$ cat src/rtl/aes128_rd_sched.sv
// CCI-P c0 read-request scheduler for one AES-128 job: the key line first, then num_lines source lines.
// Optional stall-cycle statistics are built when AES128_RD_SCHED_STATS_EN is defined.
module aes128_rd_sched #(
  parameter int MAX_OUTSTANDING = 32,
  parameter int CNT_W           = 32
) (
  input  logic             clk,
  input  logic             reset,
  input  logic             start,
  input  logic [41:0]      key_addr,
  input  logic [41:0]      src_addr,
  input  logic [CNT_W-1:0] num_lines,
  input  logic             almfull,
  input  logic             stall,
  output logic             rd_valid,
  output logic [41:0]      rd_addr,
  output logic [15:0]      rd_mdata,
  input  logic             rsp_valid,
  input  logic [15:0]      rsp_mdata,
  output logic             key_loaded,
  output logic             busy,
  output logic             done,
  output logic [31:0]      stat_stall_cycles
);

  localparam int OUT_W = 16;

  typedef enum logic [2:0] {
    S_IDLE, S_FETCH_KEY, S_WAIT_KEY, S_FETCH, S_DRAIN, S_DONE
  } state_t;

  state_t           state, state_nxt;
  logic [41:0]      key_q, src_q;
  logic [CNT_W-1:0] lines_q, issued;
  logic [OUT_W-1:0] outstanding;

  logic start_acc, more, room, data_rsp, key_rsp, issue_key, issue_data;

  // Only the key flag of the response tag matters here; the index is for the datapath.
  logic unused_tag;
  assign unused_tag = ^rsp_mdata[14:0];

  always_comb begin
    start_acc  = (state == S_IDLE) && start;
    more       = issued < lines_q;
    room       = outstanding < OUT_W'(MAX_OUTSTANDING);
    data_rsp   = rsp_valid && !rsp_mdata[15];
    key_rsp    = (state == S_WAIT_KEY) && rsp_valid && rsp_mdata[15];
    issue_key  = (state == S_FETCH_KEY) && !almfull;
    issue_data = (state == S_FETCH) && !almfull && !stall && room && more;
  end

  always_comb begin
    state_nxt = state;
    case (state)
      S_IDLE:      if (start) state_nxt = S_FETCH_KEY;
      S_FETCH_KEY: if (issue_key) state_nxt = S_WAIT_KEY;
      S_WAIT_KEY:  if (key_rsp) state_nxt = (lines_q == '0) ? S_DONE : S_FETCH;
      S_FETCH: begin
        if (issue_data && (issued + CNT_W'(1) == lines_q)) state_nxt = S_DRAIN;
        else if (!more) state_nxt = S_DRAIN;
      end
      // A response landing this cycle has not yet been subtracted from outstanding.
      S_DRAIN:     if ((outstanding == '0) && !data_rsp) state_nxt = S_DONE;
      S_DONE:      state_nxt = S_IDLE;
      default:     state_nxt = S_IDLE;
    endcase
  end

  always_ff @(posedge clk) begin
    if (reset) begin
      state       <= S_IDLE;
      rd_valid    <= 1'b0;
      rd_addr     <= '0;
      rd_mdata    <= '0;
      key_loaded  <= 1'b0;
      done        <= 1'b0;
      key_q       <= '0;
      src_q       <= '0;
      lines_q     <= '0;
      issued      <= '0;
      outstanding <= '0;
    end else begin
      state      <= state_nxt;
      rd_valid   <= issue_key || issue_data;
      key_loaded <= key_rsp;
      done       <= (state == S_DONE);
      if (issue_key) begin
        rd_addr  <= key_q;
        rd_mdata <= 16'h8000;
      end else if (issue_data) begin
        rd_addr  <= src_q + 42'(issued);
        rd_mdata <= {1'b0, issued[14:0]};
      end
      if (start_acc) begin
        key_q       <= key_addr;
        src_q       <= src_addr;
        lines_q     <= num_lines;
        issued      <= '0;
        outstanding <= '0;
      end else begin
        if (issue_data) issued <= issued + CNT_W'(1);
        if (state != S_IDLE) begin
          if (issue_data && !data_rsp)
            outstanding <= outstanding + OUT_W'(1);
          else if (!issue_data && data_rsp && (outstanding != '0))
            outstanding <= outstanding - OUT_W'(1);
        end
      end
    end
  end

  assign busy = (state != S_IDLE);

`ifdef AES128_RD_SCHED_STATS_EN
  logic [31:0] stat_q;
  logic        stall_cyc;
  assign stall_cyc = (state == S_FETCH) && more && !issue_data;

  always_ff @(posedge clk) begin
    if (reset || start_acc)             stat_q <= '0;
    else if (stall_cyc && (stat_q != '1)) stat_q <= stat_q + 32'd1;
  end
  assign stat_stall_cycles = stat_q;
`else
  assign stat_stall_cycles = '0;
`endif

endmodule

$ cat config.mk
export PLATFORM = sky130hd
export DESIGN_NAME = aes128_rd_sched
export DESIGN_NICKNAME = d
export VERILOG_FILES = /design/src/rtl/aes128_rd_sched.sv
export SDC_FILE = /design/constraint.sdc
export NUM_CORES = 1
export LEC_CHECK = 0
export ABC_AREA = 1
export CAP_MARGIN = 10
export CORE_AREA = 2 2 157 159
export CTS_CLUSTER_DIAMETER = 30
export DETAILED_ROUTE_END_ITERATION = 10
export DIE_AREA = 0 0 159 161
export PLACE_DENSITY = 0.92
export SETUP_SLACK_MARGIN = 0.02
export SYNTH_ARGS = -nofsm -noshare
export SYNTH_HDL_FRONTEND = slang
export SYNTH_SLANG_ARGS = --single-unit
$ cat constraint.sdc
create_clock -name clk -period 9.06 [get_ports clk]
set_input_delay 0.906 -clock clk [delete_from_list [all_inputs] [get_ports clk]]
set_output_delay 0.906 -clock clk [all_outputs]
set_load 0.02 [all_outputs]
==> results of run 1 <==
-- how the worst max path moves through the flow --
| stage | cells past startpoint | startpoint | to |
|---|---|---|---|
| 6_report | 25 | issued[0] | outstanding[12] |
| 5_1_grt | 23 | issued[13] | outstanding[12] |
| 4_1_cts | 25 | issued[0] | outstanding[12] |
| 3_5_place_dp | 25 | issued[0] | outstanding[12] |
| 3_3_place_gp | 25 | issued[0] | outstanding[12] |
| 2_1_floorplan | 26 | lines_q[23] | outstanding[12] |
-- cell usage after synthesis (all sizes together) --
master,number
nand2,475
xnor3,1
xnor2,13
nand3b,1
o211ai,7
a21boi,3
inv,206
or2,2
conb,1
o21a,3
o21bai,21
nand3,164
buf,44
a22oi,23
a221oi,2
or3,1
a41oi,1
o21ai,147
nor2,197
a21o,3
xor2,34
a31oi,10
o31a,1
nor3,19
o221ai,4
a211oi,6
clkbuf,68
fa,2
ha,79
dfxtp,228
a21oi,264
o2111ai,2
clkinv,1
nor4,12
nand4,17
-- stage by stage --
step                      util (%)  hold WS (ns)  area (µm²)  instances
after floorplan                  -         0.425       13900       2093
after global placement        65.5         0.437       15700       2499
after detailed placement      65.5         0.445       15700       2499
after CTS                     72.0         0.453       17300       2583
after global routing          72.0         0.480       17300       2583
final                         72.0         0.454       17300       2583
-- power by group through the flow --
stage	Sequential (mW)	Combinational, mW	Clock (mW)
finish	1.28	1.34	1.70
CTS	1.28	1.32	1.71
floorplan	1.28	0.946	0
global placement	1.28	1.27	0
global route	1.29	1.49	1.76
detailed placement	1.29	1.30	0
-- sequential cells by signal (all words and copies together) (netlist names) --
| signal | cells |
|---|---|
| key_q | 42 |
| rd_valid | 1 |
| issued | 32 |
| src_q | 42 |
| rd_addr | 42 |
| key_loaded | 1 |
| outstanding | 16 |
| lines_q | 32 |
| state | 3 |
| done | 1 |
| rd_mdata | 16 |
-- worst max-delay path, stage by stage (launching register included) --
cell and delay (ns):
dfxtp_1 0.56, inv_2 0.29, ha_1 0.18, inv_1 0.04, a21oi_1 0.10, o21ai_0 0.11, nand4_1 0.12, nand2_1 0.09
nand2_1 0.07, nand2_1 0.07, nand3_1 0.18, nand3_1 0.17, inv_2 0.64, nand2_1 0.64, fa_1 0.60, nand3_1 0.09
nand3_1 0.11, nand3_1 0.09, nand2_1 0.10, nand2_1 0.08, nand2_1 0.09, a21boi_0 0.33, o21ai_0 0.15, xor2_1 0.15
o21ai_0 0.17, nor2_1 0.07
-- final cells by class --
cell class | instances | share of cell area, %
timing repair buffer | 194 | 11.0
tap | 324 | 2.35
clock buffer | 58 | 7.23
multi-input combinational | 1546 | 46.6
sequential | 228 | 26.4
clock inverter | 26 | 1.83
inverter | 207 | 4.50
-- routing by layer --
layer / GRT usage (%) / up-vias
met4: 17.9 / 0
met5: 0 / -
met3: 4.60 / 163
met2: 60.6 / 704
met1: 41.0 / 6819
li1: - / 7137
-- logic make-up (layout without fill, tap and decap cells) --
kind of cell | count (synthesis) | in the layout | share of synthesized area (%)
AO/OA/AOI/OAI | 497 | 497 | 19.6
XOR/XNOR | 48 | 48 | 3.14
adder cells (fa/ha/maj) | 81 | 81 | 7.45
buffers and inverters | 319 | 485 | 9.66
flip-flops | 228 | 228 | 33.0
other | 1 | 32 | 0.0271
AND/OR/NAND/NOR | 888 | 888 | 27.1
==> summary.md, run 1 <==
| Metric | Value |
|---|---|
| Status | `finished clean` |
| Global-route wire length before repair | `~70000 µm` |
| Share of cells above drive strength 1 | `5.18%` |
| Average vias per placed instance | `around 5.7` |
| Core Region | `roughly 24000 µm²` |
| Width of the die | `between 150 and 200 µm` |
| Skew-Pair Late Insertion Delay | `between 0.5 and 0.6 ns` |
| CP Data Arrival Time | `5.83 ns` |
| Crit Path Class | `reg -> reg` |
| Reg2Reg Capture Point | `outstanding[12]` |
| Area leader, netlist | `dfxtp_1` |
| Comb pwr share | `31.1%` |
| Met3 wire len | `approximately 3000 µm` |
| Setup crit start kind | `register` |
| Syn avg cell area | `around 6.7 µm²` |
| Leak pwr | `between 7 and 8 nW` |
| Post_cts resized | `0` |
| Setup TNS | `0 ns` |
| Register area | `4560 µm²` |
| Hold Buf Count CTS | `0` |
| PnR worst setup slack | `between 3 and 4 ns` |
| # rows | `57` |
| RSZ-0062 raised after global routing | `false` |
| Crit. End Element | `register` |
| Routability Congestion | `slightly above 1` |
| Layout area overhead | `24.9%` |
| Antenna viol nets, final | `0` |
| Fillers | `1923` |
| CTS tree | `built` |
| DRC Markers | `0` |
| Clk_skew | `0.0223 ns` |
| Max-cap viol count | `0` |
| Reg2reg setup slack | `about 3.6 ns` |
| WL met2 | `22100 µm` |
| Setup slack at placement | `roughly 3.8 ns` |
| Pwr/cell area | `between 200 and 300 nW/µm²` |
| Worst-path clk slew | `0.06 ns` |
| Max Slew Vio Count | `0` |
| Clock group share of total power | `39.3%` |
| HP Start | `key_q[39]` |
| Multi-input gate area | `a little over 8000 µm²` |
| Switch Pwr | `about 1.6 mW` |
| 1st-pass router iterations | `6` |
| Synth top area share | `33.0%` |
| Ant diodes | `0` |
| Sw Share | `a little over a third` |
| Port Buffers | `roughly 180` |
| WL per Instance | `roughly 18 µm` |
| Endpoint, Worst Hold | `key_q[39]` |
| Slew HR | `40.8%` |
| CTS Root Cell | `clkbuf_16` |
| NumNets Final | `2441` |
| Yosys warnings | `0` |
| Vias in the first global route | `14490` |
| WHS Path Cells | `2` |
| Seq/Total Area, Yosys | `approximately a third` |
| Clock sink count | `around 230` |
| Total Power | `4.33 mW` |
| Routed via count | `14823` |
| DP HPWL | `around 33000 µm` |
| Seq pwr share | `29.6%` |
| IO Pins | `roughly 230` |
| Hold Vio Cnt, Final | `0` |
| FF+latch count, synth | `between 200 and 250` |
| P_int | `~2.8 mW` |
| R2r startpoint | `issued[0]` |
| Routed Wire Length | `approximately 45000 µm` |
| H-tree depth | `2` |
| Die area | `about 26000 µm²` |
| Crit path required time | `9.46 ns` |
| F_max | `184 MHz` |
| Post-CTS setup buffers | `0` |
| Largest cells by area after synthesis | `dfxtp_1 (33%), nand2_1 (13%), a21oi_1 (9.6%)` |
| CP max FO | `slightly above 40` |
| Commonest non-fill, non-tap cell in the layout | `nand2_1` |
| Synth unique cells | `45` |
| Initial Util | `around 58%` |
| Commonest cells after routing, fill and taps aside | `nand2_1 (466), a21oi_1 (264), dfxtp_1 (228), inv_1 (201), nor2_1 (186)` |
| Hold Path Class | `reg -> reg` |
| Clock Tree Buf Depth | `3` |
| Inserted Clock Buffers | `45` |
| Tmin final | `~5.4 ns` |
| Max VDD drop | `approximately 200 µV` |
| Grt total ovfl | `0` |
| DR top layer | `met4` |
| Worst-margin pin slew | `around 0.9 ns` |
| Post-Synthesis Cells | `2062` |
| Tot GR Track Use | `34.4%` |
| Starting DRT DRC Count | `1299` |
| Fin crit share | `around 60%` |
| Largest net degree at the start of global routing | `a little under 90` |
| Initial antenna violation count | `0` |
| Worst Reg2Reg Path Length in Cells | `25` |
| Chip height | `between 150 and 200 µm` |
| M1 WL | `~18000 µm` |
| Final setup fails | `0` |
| Syn Std Cell Area | `around 14000 µm²` |
No activity file was read; power rests on OpenSTA's default activity.
==> inputs of run 2 (changes only) <==
--- a/config.mk
+++ b/config.mk
@@ -7,11 +7,11 @@
 export LEC_CHECK = 0
 export ABC_AREA = 1
 export CAP_MARGIN = 10
-export CORE_AREA = 2 2 157 159
+export CORE_AREA = 2 2 171 173
 export CTS_CLUSTER_DIAMETER = 30
 export DETAILED_ROUTE_END_ITERATION = 10
-export DIE_AREA = 0 0 159 161
-export PLACE_DENSITY = 0.92
+export DIE_AREA = 0 0 173 175
+export PLACE_DENSITY = 0.83
 export SETUP_SLACK_MARGIN = 0.02
 export SYNTH_ARGS = -nofsm -noshare
 export SYNTH_HDL_FRONTEND = slang
==> constraint.sdc (replaced) <==
create_clock -name clk -period 4.8 [get_ports clk]
set_input_delay 0.48 -clock clk [delete_from_list [all_inputs] [get_ports clk]]
set_output_delay 0.48 -clock clk [all_outputs]
set_load 0.02 [all_outputs]
==> run 2 against run 1 <==
Net effect:
- utilization fell by 11 points
- register-to-register slack got worse by 3.0 ns
- largest power group unchanged
- critical endpoint unchanged
- critical path depth fell by 1
- non-clock buffer count rose by 3
- clock skew fell by 0.0034 ns
==> summary.md, run 2 (same netlist as run 1, synthesis figures left out) <==
| Metric | Value |
|---|---|
| Die area | `30300 µm² (+18%)` |
| Fin crit share | `86.6% (+27 points)` |
| Antenna viol nets, final | `0 (unchanged)` |
| DRC Markers | `0 (unchanged)` |
| Starting DRT DRC Count | `1641 (+26%)` |
| Finished Cell Area | `17400 µm² (+0.96%)` |
| DP HPWL | `31700 µm (-2.8%)` |
| CP max-delay cell | `dfxtp_1` |
| Cell mode on critical path | `nand2_1` |
| Inserted Clock Buffers | `49 (+8.9%)` |
| Status | `finished clean` |
| Critical path startpoint | `issued[1]` |
| Routability Congestion | `0.962 (-6.3%)` |
| Reg2Reg Capture Point | `outstanding[12]` |
| Layout area overhead | `26.1%` |
| Final core utilization | `61.4% (-11 points)` |
| H-tree depth | `2 (unchanged)` |
| NumNets Final | `2448 (+0.29%)` |
| Crit. End Element | `register` |
| WHS Path Cells | `3 (+1)` |
| Worst-margin pin slew | `1.11 ns (+0.224 ns)` |
| Critical-path cell list | `ha_1 > a21oi_1 > o21ai_0 > nand4_1 > nand2_1 > nand2_1 > nand2_1 > nand3_1 > nand3_1 > inv_2 > nand2_1 > buf_4 > fa_1 > nand3_1 > nand3_1 > nand3_1 > nand2_1 > nand2_1 > nand2_1 > a21boi_0 > o21ai_0 > xor2_1 > o21ai_0 > nor2_1` |
| Hold Buf Count CTS | `0 (unchanged)` |
| Clk_skew | `0.0189 ns (-0.00335 ns)` |
| Setup TNS | `0 ns (unchanged)` |
| Core Region | `28400 µm² (+18%)` |
| Initial Util | `48.7% (-9.0 points)` |
| Global-route wire length before repair | `69100 µm (-3.9%)` |
| Port Buffers | `184 (unchanged)` |
| Initial antenna violation count | `0 (unchanged)` |
| Post-CTS setup buffers | `0 (unchanged)` |
| CP Data Arrival Time | `4.59 ns (-1.24 ns)` |
| CP peak stage delay | `0.51 ns (-0.13 ns)` |
| P_int | `5.23 mW (+90%)` |
| CTS tree | `built` |
| Crit path required time | `5.23 ns (-4.23 ns)` |
| Worst Reg2Reg Path Length in Cells | `24 (-4.0%)` |
| Commonest cells after routing, fill and taps aside | `nand2_1 (466), a21oi_1 (264), dfxtp_1 (228), inv_1 (201), nor2_1 (186)` |
| F_max | `240 MHz (+31%)` |
| Clock group share of total power | `39.6% (+0.3 points)` |
| CP max FO | `8 (-80%)` |
| Max Slew Vio Count | `0 (unchanged)` |
| Switch Pwr | `2.98 mW (+89%)` |
| # rows | `62 (+8.8%)` |
| Comb pwr share | `31.2% (about the same)` |
| Max-cap viol count | `0 (unchanged)` |
| Max VDD drop | `272 µV (+32%)` |
| Slew HR | `25.9% (-15 points)` |
| Reg2reg setup slack | `0.64 ns (-2.99 ns)` |
| Routed via count | `14629 (-1.3%)` |
| Setup crit start kind | `register` |
| Chip height | `175 µm (+8.7%)` |
| Seq pwr share | `29.3% (-0.3 points)` |
| Vias in the first global route | `13742 (-5.2%)` |
| Hold Vio Cnt, Final | `0 (unchanged)` |
| Pwr/cell area | `471 nW/µm² (+88%)` |
| Worst-path clk slew | `0.05 ns (about the same)` |
| Top Registers | `key_q x42, rd_addr x42, src_q x42` |
| Clock sink count | `228 (unchanged)` |
| Grt total ovfl | `0 (unchanged)` |
| IO Pins | `232 (unchanged)` |
| Skew-Pair Late Insertion Delay | `0.55 ns (about the same)` |
| Ant diodes | `0 (unchanged)` |
| Clock Tree Buf Depth | `3 (unchanged)` |
| RSZ-0062 raised after global routing | `false` |
| Share of cells above drive strength 1 | `5.64% (+0.46 points)` |
| Post_cts resized | `0 (unchanged)` |
| Commonest non-fill, non-tap cell in the layout | `nand2_1` |
| Tmin final | `4.16 ns (-1.27 ns)` |
| Leak pwr | `7.30 nW (+0.72%)` |
| 1st-pass router iterations | `6 (unchanged)` |
| Sw Share | `36.3% (-0.19 points)` |
| Critical Path Sink | `outstanding[12]` |
| Width of the die | `173 µm (+8.8%)` |
| WL per Instance | `16.5 µm (-6.3%)` |
| Average vias per placed instance | `5.51 (-3.9%)` |
| Area after DPL | `15800 µm² (+0.62%)` |
| CTS Root Cell | `clkbuf_16` |
| R2r startpoint | `issued[1]` |
| Crit Path Class | `reg -> reg` |
| Routed Wire Length | `43800 µm (-3.8%)` |
| Largest net degree at the start of global routing | `110 (+24%)` |
| Final setup fails | `0 (unchanged)` |
| Tot GR Track Use | `27.8% (-6.5 points)` |
| Fillers | `2509 (+30%)` |
| Hold Path Class | `in -> reg` |
==> run 2: layer usage <==
metal	wire length [µm]	GRT usage [%]	vias to the layer above	part of all wire, %
met4	1590	11.2	0	3.6
met1	18600	35.7	6719	42
met3	3280	4.61	118	7.5
li1	-	-	7162	-
met5	0	0	-	0
met2	20300	46.6	630	46
==> run 2: cell type report <==
cell class | instances | area, µm² | area share [%]
Clock buffer | 63 | 1350 | 7.75
Clock inverter | 28 | 280 | 1.61
Inverter | 207 | 777 | 4.46
Multi-Input combinational cell | 1546 | 8040 | 46.2
Sequential cell | 228 | 4560 | 26.2
Tap cell | 384 | 480 | 2.76
Timing Repair Buffer | 197 | 1930 | 11.1
==> run 2: power groups by stage <==
stage          sequential, mW  clock (mW)  combinational, mW
5_1_grt                  2.43        3.37               2.84
6_report                 2.40        3.25               2.56
4_1_cts                  2.40        3.28               2.53
2_1_floorplan            2.41           0               1.79
3_3_place_gp             2.42           0               2.45
3_5_place_dp             2.43           0               2.50
==> run 2: how the worst min path moves through the flow <==
stage | from | to | slack (ns)
floorplan | key_q[31] | key_q[31] | 0.42
global placement | key_q[39] | key_q[39] | 0.44
detailed placement | key_q[34] | key_q[34] | 0.44
CTS | start | src_q[33] | 0.33
global route | start | src_q[40] | 0.35
finish | start | src_q[40] | 0.33
==> run 2: worst max-delay path, delay by kind of cell (launching register included) <==
kind                     cells  cell delay (ns)
AND/OR/NAND/NOR             14             1.35
AO/OA/AOI/OAI                5             0.99
adder cells (fa/ha/maj)      2             0.71
flip-flops                   1             0.51
buffers and inverters        2             0.33
XOR/XNOR                     1             0.16
==> run 2: metrics by stage <==
stage | hold slack, ns | worst slack [ns] | cells | total power, mW
floorplan | 0.425 | 0.835 | 2093 | 4.19
global placement | 0.436 | 0.789 | 2562 | 4.87
detailed placement | 0.441 | 0.702 | 2562 | 4.93
CTS | 0.329 | 0.692 | 2653 | 8.20
global route | 0.348 | 0.280 | 2653 | 8.65
finish | 0.334 | 0.641 | 2653 | 8.21
==> inputs of run 3 (changes only) <==
--- a/config.mk
+++ b/config.mk
@@ -7,12 +7,14 @@
 export LEC_CHECK = 0
 export ABC_AREA = 1
 export CAP_MARGIN = 10
-export CORE_AREA = 2 2 171 173
+export CORE_AREA = 2 2 163 165
 export CTS_CLUSTER_DIAMETER = 30
+export CTS_CLUSTER_SIZE = 28
 export DETAILED_ROUTE_END_ITERATION = 10
-export DIE_AREA = 0 0 173 175
-export PLACE_DENSITY = 0.83
+export DIE_AREA = 0 0 165 167
+export PLACE_DENSITY = 0.86
 export SETUP_SLACK_MARGIN = 0.02
+export SKIP_CTS_REPAIR_TIMING = 1
 export SYNTH_ARGS = -nofsm -noshare
 export SYNTH_HDL_FRONTEND = slang
 export SYNTH_SLANG_ARGS = --single-unit
==> constraint.sdc (replaced) <==
create_clock -name clk -period 4.5 [get_ports clk]
set_input_delay 0.45 -clock clk [delete_from_list [all_inputs] [get_ports clk]]
set_output_delay 0.45 -clock clk [all_outputs]
set_load 0.02 [all_outputs]
==> run 3 against run 2 <==
Net effect:
- design area is essentially flat
- utilization grew 6.3 points
- register-to-register slack lost 0.23 ns
- critical endpoint unchanged
- critical path depth is the same
- non-clock buffer count grew 12
- sequential power grew 7%
- sequential cell count is the same
- worst hold slack gained 0.12 ns
- highest routed layer unchanged
- maximum frequency grew 1.7%
==> summary.md, run 3 (same netlist as run 1, synthesis figures left out) <==
| Metric | Value |
|---|---|
| Routed via count | `14950 (+2.2%)` |
| Routed Wire Length | `46200 µm (+5.5%)` |
| Critical-path cell list | `ha_1 > nand2_1 > nor2_1 > a211oi_1 > nand2_1 > nand2_1 > nand2_1 > nand3_1 > nand3_1 > inv_2 > nand2_1 > buf_4 > fa_1 > nand3_1 > nand3_1 > nand3_1 > nand2_1 > nand2_1 > nand2_1 > a21boi_1 > o21ai_0 > xor2_1 > o21ai_0 > nor2_1` |
| IO Pins | `232 (unchanged)` |
| Worst-margin pin slew | `1.03 ns (-0.0761 ns)` |
| Starting DRT DRC Count | `1570 (-4.3%)` |
| Tot GR Track Use | `32.8% (+5.0 points)` |
| CP Data Arrival Time | `4.52 ns (-0.07 ns)` |
| Chip height | `167 µm (-4.6%)` |
| Setup slack at placement | `0.452 ns (-0.250 ns)` |
| Ant diodes | `0 (unchanged)` |
| Worst path buffer plus inverter count | `2 (unchanged)` |
| Grt total ovfl | `0 (unchanged)` |
| Antenna viol nets, final | `0 (unchanged)` |
| Largest net degree at the start of global routing | `99 (-10%)` |
| Inserted Clock Buffers | `48 (-2.0%)` |
| Commonest cells after routing, fill and taps aside | `nand2_1 (466), a21oi_1 (264), dfxtp_1 (227), inv_1 (201), nor2_1 (186)` |
| Share of cells above drive strength 1 | `6.02% (+0.38 points)` |
| Initial antenna violation count | `0 (unchanged)` |
| DRC Markers | `0 (unchanged)` |
| Top Registers | `key_q x42, rd_addr x42, src_q x42` |
| WL per Instance | `17.7 µm (+7.2%)` |
| Commonest non-fill, non-tap cell in the layout | `nand2_1` |
| Max-cap viol count | `0 (unchanged)` |
| Crit path required time | `4.93 ns (-0.30 ns)` |
| CP max-delay cell | `dfxtp_1` |
| Core Region | `25800 µm² (-9.3%)` |
| Crit Path Class | `reg -> reg` |
| Layout area overhead | `26.2% (about the same)` |
| CTS Root Cell | `clkbuf_16` |
| Max VDD drop | `480 µV (+77%)` |
| CP peak stage delay | `0.51 ns (about the same)` |
| RSZ-0062 raised after global routing | `false` |
| Pwr/cell area | `504 nW/µm² (+6.8%)` |
| Clock Tree Buf Depth | `3 (unchanged)` |
| Worst-path clk slew | `0.04 ns (about the same)` |
| Status | `finished clean` |
| Leak pwr | `7.34 nW (+0.62%)` |
| Hold Vio Cnt, Final | `0 (unchanged)` |
| H-tree depth | `2 (unchanged)` |
| Fin crit share | `90.8% (+4.2 points)` |
| Average vias per placed instance | `5.73 (+3.9%)` |
| Setup TNS | `0 ns (unchanged)` |
| # rows | `59 (-4.8%)` |
| Hold Path Class | `reg -> reg` |
| NumNets Final | `2459 (+0.45%)` |
| Clk_skew | `0.0153 ns (-0.00361 ns)` |
| Clock sink count | `228 (unchanged)` |
| Routability Congestion | `1.01 (+5.2%)` |
| Width of the die | `165 µm (-4.6%)` |
| Die area | `27600 µm² (-9.0%)` |
| PnR worst setup slack | `0.412 ns (-0.229 ns)` |
| CP max FO | `8 (unchanged)` |
| Vias in the first global route | `14688 (+6.9%)` |
| CTS tree | `built` |
| Port Buffers | `184 (unchanged)` |
| Slew HR | `31.0% (+5.1 points)` |
| Setup crit start kind | `register` |
| Max Slew Vio Count | `0 (unchanged)` |
| Final setup fails | `0 (unchanged)` |
| DP HPWL | `33500 µm (+5.5%)` |
| CP delay by family, top | `simple AND/OR/NAND/NOR gates` |
| Cell mode on critical path | `nand2_1` |
| F_max | `245 MHz (+1.7%)` |
| 1st-pass router iterations | `8 (+2)` |
| Initial Util | `53.6% (+5.0 points)` |
| Tmin final | `4.09 ns (-0.0709 ns)` |
| Crit. End Element | `register` |
| Skew-Pair Late Insertion Delay | `0.56 ns (about the same)` |
| Global-route wire length before repair | `72800 µm (+5.4%)` |
run 3: cell count changes in the layout (fill, tap and decap cells not counted), moves of 2 or more:
| cell | before | now |
|---|---|---|
| clkinvlp_4 | 5 | 7 |
| clkbuf_1 | 8 | 5 |
| clkinv_4 | 9 | 2 |
| inv_16 | 0 | 2 |
| buf_4 | 13 | 25 |
| clkbuf_16 | 50 | 48 |
| clkinv_2 | 8 | 10 |
run 3: worst reg2reg max path, stage by stage, from the launching register on:
cell      delay, ns
dfxtp_1        0.51
ha_1           0.32
nand2_1        0.09
nor2_1         0.05
a211oi_1       0.19
nand2_1        0.13
nand2_1        0.08
nand2_1        0.13
nand3_1        0.11
nand3_1        0.12
inv_2          0.08
nand2_1        0.19
buf_4          0.26
fa_1           0.40
nand3_1        0.09
nand3_1        0.11
nand3_1        0.11
nand2_1        0.12
nand2_1        0.08
nand2_1        0.07
a21boi_1       0.21
o21ai_0        0.13
xor2_1         0.15
o21ai_0        0.18
nor2_1         0.06
run 3: worst paths after layout:
path	slack, ns	cells after the start	start	to
setup / recovery	0.41	24	issued[7]	outstanding[12]
hold / removal	0.45	2	key_q[31]	key_q[31]
setup reg to reg	0.41	24	issued[7]	outstanding[12]
hold reg to reg	0.45	2	key_q[31]	key_q[31]
run 3: where the power goes:
part           internal [mW]  switching [mW]  total (mW)
clock network           2.26            1.20        3.46
registers               2.34           0.219        2.56
logic                  0.948            1.81        2.75
run 3: through the flow:
step           hold slack [ns]  util [%]  power, mW  area (µm²)  cells
5_1_grt                  0.482      67.6       9.25       17400   2610
3_3_place_gp             0.435      61.4       5.17       15800   2525
6_report                 0.449      67.6       8.78       17400   2610
2_1_floorplan            0.425         -       4.47       13900   2093
4_1_cts                  0.447      67.6       8.74       17400   2610
3_5_place_dp             0.440      61.4       5.26       15800   2525
run 3: routing by layer:
metal	track usage [%]	part of all wire (%)	vias up
met5	0	0	-
met4	13.3	3.8	0
met3	5.65	8.6	129
met2	56.0	48	717
met1	40.7	40	6917
li1	-	-	7187
run 3: cell type report:
type,count,area (µm²)
clock buffer,57,1270
clock inverter,28,328
fill,2224,8340
inverter,207,777
multi-input combinational,1546,8040
sequential,228,4570
tap,335,419
timing repair buffer,209,2020
